File: src/rtl/mesh_frame_sequencer.sv
// Frame sequencer for the 26x18 toroidal contour mesh: raster load, settle, capture, row unload.
// Defining MESH_SEQ_PINGPONG_EN adds a second frame buffer so the next frame loads during unload.
module mesh_frame_sequencer #(
  parameter int COLS   = 26,
  parameter int ROWS   = 18,
  parameter int SETTLE = 3
) (
  input  logic                   clk,
  input  logic                   rst,
  input  logic                   pix_valid,
  output logic                   pix_ready,
  input  logic [1:0]             pix_data,
  input  logic                   cfg_algo,
  input  logic                   cfg_high,
  output logic [COLS*ROWS*2-1:0] mesh_inp,
  output logic                   mesh_algo,
  output logic                   mesh_high,
  input  logic [COLS*ROWS-1:0]   mesh_contour,
  output logic                   row_valid,
  input  logic                   row_ready,
  output logic [COLS-1:0]        row_data,
  output logic [4:0]             row_idx,
  output logic                   busy,
  output logic                   frame_done
);
  localparam int NPIX = COLS * ROWS;
  localparam int FW   = 2 * NPIX;
  localparam int IW   = $clog2(FW);
  localparam logic [8:0] LAST_PIX    = 9'(NPIX - 1);
  localparam logic [4:0] LAST_ROW    = 5'(ROWS - 1);
  localparam logic [3:0] LAST_SETTLE = 4'(SETTLE - 1);

  typedef enum logic [2:0] {
    S_IDLE    = 3'd0,
    S_LOAD    = 3'd1,
    S_SETTLE  = 3'd2,
    S_CAPTURE = 3'd3,
    S_UNLOAD  = 3'd4
  } state_t;

  state_t          state_r;
  logic [8:0]      pix_cnt_r;
  logic [3:0]      settle_cnt_r;
  logic [NPIX-1:0] snap_r;
  logic            pix_ready_r;
  logic            row_valid_r;
  logic [COLS-1:0] row_data_r;
  logic [4:0]      row_idx_r;
  logic            busy_r;
  logic            frame_done_r;
  logic            algo_r;
  logic            high_r;

  logic            accept_s;
  logic            last_pix_s;
  logic            last_row_s;
  logic [IW-1:0]   wr_lsb_s;

  assign accept_s   = pix_valid & pix_ready_r;
  assign last_pix_s = accept_s & (pix_cnt_r == LAST_PIX);
  assign last_row_s = (state_r == S_UNLOAD) & row_valid_r & row_ready & (row_idx_r == LAST_ROW);
  // Pixel 0 occupies the two most significant bits of the frame.
  assign wr_lsb_s   = IW'(FW - 2) - IW'({pix_cnt_r, 1'b0});

  // Row r of the snapshot; row 0 sits at the top bits, column 0 at the row MSB.
  function automatic logic [COLS-1:0] row_slice(input logic [NPIX-1:0] snap, input logic [4:0] r);
    logic [NPIX-1:0] sh;
    sh = snap >> (COLS * (ROWS - 1 - int'(r)));
    return sh[COLS-1:0];
  endfunction

`ifdef MESH_SEQ_PINGPONG_EN
  logic [FW-1:0] fbuf_r [2];
  logic          active_r;
  logic          load_done_r;
  logic          algo_pend_r;
  logic          high_pend_r;

  // Frame buffers: loads always target the buffer the mesh is not presenting
  always_ff @(posedge clk) begin
    if (rst) begin
      fbuf_r[0] <= '0;
      fbuf_r[1] <= '0;
    end else if (accept_s) begin
      fbuf_r[~active_r][wr_lsb_s +: 2] <= pix_data;
    end
  end

  assign mesh_inp = fbuf_r[active_r];
`else
  logic [FW-1:0] fbuf_r;

  // Frame buffer: each accepted pixel lands in its raster slot
  always_ff @(posedge clk) begin
    if (rst) begin
      fbuf_r <= '0;
    end else if (accept_s) begin
      fbuf_r[wr_lsb_s +: 2] <= pix_data;
    end
  end

  assign mesh_inp = fbuf_r;
`endif

  // Sequencer FSM with its counters and registered handshake outputs
  always_ff @(posedge clk) begin
    if (rst) begin
      state_r      <= S_IDLE;
      pix_cnt_r    <= '0;
      settle_cnt_r <= '0;
      snap_r       <= '0;
      pix_ready_r  <= 1'b0;
      row_valid_r  <= 1'b0;
      row_data_r   <= '0;
      row_idx_r    <= '0;
      busy_r       <= 1'b0;
      frame_done_r <= 1'b0;
      algo_r       <= 1'b0;
      high_r       <= 1'b0;
`ifdef MESH_SEQ_PINGPONG_EN
      active_r     <= 1'b0;
      load_done_r  <= 1'b0;
      algo_pend_r  <= 1'b0;
      high_pend_r  <= 1'b0;
`endif
    end else begin
      frame_done_r <= 1'b0;
      if (accept_s) begin
        pix_cnt_r <= (pix_cnt_r == LAST_PIX) ? 9'd0 : pix_cnt_r + 9'd1;
      end
`ifdef MESH_SEQ_PINGPONG_EN
      // Config rides with its frame and reaches the mesh when that frame becomes active.
      if (accept_s && pix_cnt_r == 9'd0) begin
        algo_pend_r <= cfg_algo;
        high_pend_r <= cfg_high;
      end
      if (last_pix_s) begin
        active_r <= ~active_r;
        algo_r   <= algo_pend_r;
        high_r   <= high_pend_r;
      end
`else
      if (accept_s && pix_cnt_r == 9'd0) begin
        algo_r <= cfg_algo;
        high_r <= cfg_high;
      end
`endif
      case (state_r)
        S_IDLE: begin
          pix_ready_r <= 1'b1;
          if (accept_s) begin
            state_r <= S_LOAD;
            busy_r  <= 1'b1;
          end
        end
        S_LOAD: begin
          if (last_pix_s) begin
            state_r      <= S_SETTLE;
            pix_ready_r  <= 1'b0;
            settle_cnt_r <= 4'd0;
          end
        end
        S_SETTLE: begin
          if (settle_cnt_r == LAST_SETTLE) begin
            state_r      <= S_CAPTURE;
            settle_cnt_r <= 4'd0;
          end else begin
            settle_cnt_r <= settle_cnt_r + 4'd1;
          end
        end
        S_CAPTURE: begin
          snap_r  <= mesh_contour;
          state_r <= S_UNLOAD;
`ifdef MESH_SEQ_PINGPONG_EN
          pix_ready_r <= 1'b1;
`endif
        end
        S_UNLOAD: begin
          if (!row_valid_r) begin
            row_valid_r <= 1'b1;
            row_data_r  <= row_slice(snap_r, 5'd0);
            row_idx_r   <= 5'd0;
          end else if (row_ready) begin
            if (last_row_s) begin
              row_valid_r  <= 1'b0;
              row_data_r   <= '0;
              row_idx_r    <= 5'd0;
              frame_done_r <= 1'b1;
`ifdef MESH_SEQ_PINGPONG_EN
              if (load_done_r || last_pix_s) begin
                state_r     <= S_SETTLE;
                pix_ready_r <= 1'b0;
                load_done_r <= 1'b0;
              end else if (pix_cnt_r != 9'd0 || accept_s) begin
                state_r     <= S_LOAD;
                pix_ready_r <= 1'b1;
              end else begin
                state_r     <= S_IDLE;
                busy_r      <= 1'b0;
                pix_ready_r <= 1'b1;
              end
`else
              state_r     <= S_IDLE;
              busy_r      <= 1'b0;
              pix_ready_r <= 1'b1;
`endif
            end else begin
              row_idx_r  <= row_idx_r + 5'd1;
              row_data_r <= row_slice(snap_r, row_idx_r + 5'd1);
            end
          end
`ifdef MESH_SEQ_PINGPONG_EN
          // Next frame is complete but the current one is still draining: hold it off.
          if (last_pix_s && !last_row_s) begin
            load_done_r <= 1'b1;
            pix_ready_r <= 1'b0;
          end
`endif
        end
        default: begin
          state_r <= S_IDLE;
        end
      endcase
    end
  end

  assign pix_ready  = pix_ready_r;
  assign mesh_algo  = algo_r;
  assign mesh_high  = high_r;
  assign row_valid  = row_valid_r;
  assign row_data   = row_data_r;
  assign row_idx    = row_idx_r;
  assign busy       = busy_r;
  assign frame_done = frame_done_r;

endmodule

File: config.mk
export PLATFORM = sky130hd
export DESIGN_NAME = mesh_frame_sequencer
export DESIGN_NICKNAME = d
export VERILOG_FILES = /design/src/rtl/mesh_frame_sequencer.sv
export SDC_FILE = /design/constraint.sdc
export NUM_CORES = 2
export LEC_CHECK = 0
export ABC_CLOCK_PERIOD_IN_PS = 11220
export CAP_MARGIN = 40
export CORE_AREA = 2 2 570 572
export DETAILED_ROUTE_END_ITERATION = 7
export DIE_AREA = 0 0 572 574
export PLACE_DENSITY = 0.47
export RECOVER_POWER = 100
export SETUP_SLACK_MARGIN = 0.1
export SLEW_MARGIN = 20
export SYNTH_ARGS = -nofsm -noshare
export SYNTH_HDL_FRONTEND = slang
export SYNTH_SLANG_ARGS = --single-unit
File: constraint.sdc
create_clock -name clk -period 11.22 [get_ports clk]
set_input_delay 2.244 -clock clk [delete_from_list [all_inputs] [get_ports clk]]
set_output_delay 2.244 -clock clk [all_outputs]
set_load 0.05 [all_outputs]
==> results_dict.tcl <==
set metrics [dict create \
    synthCells 9688 \
    utilization 0.349 \
    dieArea_um2 328000 \
    yosys_register_bits 1457 \
    grt_first_pass_wirelength_um 728000 \
    ir_drop_mv 0.129 \
    grt.met2_usage 0.492 \
    drt_iter0_drc 10600 \
    ios 1449 \
    fmax_mhz 111 \
    num_vias 88100 \
    grt_max_degree 197 \
    critPathCaptureType "register" \
    clk-insertion-delay-late_ns 0.93 \
    drive_gt1_frac 0.140 \
    worstPathRequired_ns 12.01 \
    synth-edff-count 0 \
    cts.clk_slew.worst_paths_ns 0.06 \
    finalSetupTns_ns 0 \
    drv_slew 1319 \
    yosys.area.top_type_share 0.336 \
    tightest_slew_ns 3.59 \
    synth_ff_type "dfxtp_1" \
    use_met3 0.0851 \
    drc 0 \
    yosysWarnings 0 \
    syn2layout_area_growth_pct 29.9 \
    path_max_fanout 48 \
    port-buffer-count 1448 \
    holdBufCountCts 0 \
    core_um2 323000 \
    worstSetupStartpointType "register" \
    h-tree-depth 4 \
    status "finished with violations" \
    cp_common_cell "ha_1" \
    violations "max-capacitance violations, max-slew violations" \
    clockBufferDepth 4 \
    grt_overflow 0 \
    critPathArrivalTime_ns 9.81 \
    rsz0062_at_grt "no" \
    wl_per_cell_um 35.4 \
    criticalPathCategory "register to register" \
    skew_ns 0.0916 \
    slew_headroom -1.39 \
    cp_slowest_cell "ha_1" \
    clockRootBuffer "clkbuf_16" \
    viasPerCell 5.76 \
    hold_violations 0 \
    synth_area_per_cell_um2 8.96 \
    grtUsageTotal 0.317 \
    grt_pass1_vias 83700 \
    initial_core_util 0.269 \
    die_width_um 572 \
    cts_buffers 178 \
    p_per_area_nw_per_um2 104 \
    fp.dieH_um 574 \
    critPathMaxStageDelay_ns 1.65 \
    crit_chain "ha_1 > clkinv_1 > ha_4 > inv_4 > ha_1 > ha_1 > inv_1 > fa_1 > inv_1 > ha_1 > o21ai_0 > o21bai_1 > o2111ai_1 > a22oi_2 > buf_4 > nand2_1 > o21ai_0 > a221oi_1 > o32ai_1" \
    grt_busiest_layer "met2" \
    use_met1 0.391 \
    dpl.hpwl_um 420000 \
    async_reset_ff_frac 0 \
    synth_top_area_cell "dfxtp_1" \
    timing.final.crit_share 0.805 \
    place.gp.congestion 0.972 \
    cts_resized 0 \
    antenna_found_initial 108 \
    ys_top_cells_by_area "dfxtp_1, mux4_2, mux2i_1, nand2_1, a21oi_1" \
    final_nets 11300 \
    p_leak_nw 43.3 \
    ant_nets 0 \
    syn_nets 10200 \
    dr.pass1.iters 7 \
    synthesis.area_um2 86800 \
    yosysSeqAreaShare 0.336 \
    hold_class "register to register" \
    cts_setup_buffers 0 \
    cts_tree "built" \
    min_period_ns 9.03 \
    maxCapViolCount 30 \
    row_count 209 \
    ys_types 89 \
    wl_um 542000 \
    cts.sinks 1457 \
    setup_viol 0 \
    fillers 33300 \
]
## report_power, final
part / leakage [nW] / switching [mW] / internal, mW
sequential: 11.7 / 0.0189 / 5.18
clock: 2.89 / 2.52 / 3.45
combinational: 28.7 / 0.296 / 0.208
total: 43.3 / 2.83 / 8.84
## final cells by class
cell class | count | area [µm²] | area share
inverters | 40 | 163 | 0.00144
well taps | 4325 | 5410 | 0.0480
diodes | 47 | 118 | 0.00104
flip-flops and latches | 1457 | 29200 | 0.259
multi-input cells | 7275 | 53400 | 0.473
clock buffers | 263 | 5170 | 0.0458
clock inverters | 55 | 722 | 0.00640
repair buffers | 1828 | 18600 | 0.165
## Yosys cell counts, types with 13 or more instances
cell,instances
nand2_1,1698
dfxtp_1,1457
a21oi_1,1009
nor2_1,939
mux2i_1,879
mux4_2,698
clkbuf_1,558
nand3_1,460
o21ai_0,291
nor3_1,208
buf_2,149
mux2_2,141
buf_4,126
nand4_1,95
nand3b_1,61
o22ai_1,59
buf_1,58
a211oi_1,56
o31ai_1,46
nor4_1,41
and2_1,36
inv_1,35
a31oi_1,34
o211ai_1,32
a22oi_1,31
and3_1,29
nand2b_1,29
ha_1,26
nor2b_1,26
xnor2_1,25
buf_6,24
a221oi_1,20
or3_1,20
a311oi_1,17
nor3_2,17
o2111ai_1,17
a2111oi_0,14
a211o_1,14
or2_2,14
a21o_1,13
a22o_1,13
## flip-flops by register name, summed over array words and instances, names as in the netlist
name and cells:
mesh_algo 1, mesh_inp 936, busy 1, row_idx 5, pix_cnt_r 9, pix_ready 1, row_valid 1, state_r 3
snap_r 468, settle_cnt_r 4, row_data 26, mesh_high 1, frame_done 1
## placed cells by master (no fill, tap or decap), drive strengths merged, types with 141 or more instances in the layout
cell type / instances
nor3: 225
dlygate4sd3: 953
nand2: 1698
dfxtp: 1457
nor2: 939
mux4: 698
buf: 322
o21ai: 297
clkdlybuf4s50: 488
mux2: 141
nand3: 462
mux2i: 879
a21oi: 1009
clkbuf: 328
## per-layer routing
metal | share of wire | wire [µm]
met4 | 0.070 | 38100
met5 | 0.00027 | 144
met3 | 0.098 | 53200
met2 | 0.45 | 242000
met1 | 0.38 | 208000
## final timing paths
path                                      end  cells past startpoint  slack, ns           from
worst max-delay path              row_data[1]                     19       2.19     row_idx[0]
worst min-delay path            mesh_inp[113]                      2       0.45  mesh_inp[113]
worst max register to register    row_data[1]                     19       2.19     row_idx[0]
worst min register to register  mesh_inp[113]                      2       0.45  mesh_inp[113]
## logic make-up after synthesis
logic type,Yosys count,share of synthesized area
buffers and inverters,956,0.0512
XOR/XNOR,36,0.00414
adder cells (fa/ha/maj),31,0.00490
multiplexers,1718,0.301
AO/OA/AOI/OAI,1795,0.120
AND/OR/NAND/NOR,3695,0.183
flip-flops,1457,0.336
## worst max-delay path, delay by kind of cell, from the launching register on
family | cells | cell delay, ns
adders and majority gates | 6 | 3.99
AOI/OAI and AO/OA | 7 | 2.27
buffers and inverters | 5 | 1.58
DFF | 1 | 0.71
and+or+nand+nor | 1 | 0.32
## stage by stage
step | power, mW | std cells | hold WS (ns) | setup WS [ns] | cell area (µm²)
after floorplan | 5.49 | 9688 | 0.433 | 3.97 | 86800
after global placement | 5.80 | 14800 | 0.441 | 3.68 | 105000
after detailed placement | 5.81 | 14900 | 0.447 | 3.57 | 107000
after CTS | 11.8 | 15200 | 0.454 | 3.55 | 113000
after global routing | 12.0 | 15300 | 0.468 | 1.65 | 113000
final | 11.7 | 15300 | 0.450 | 2.19 | 113000
(Power assumes the default switching activity.)
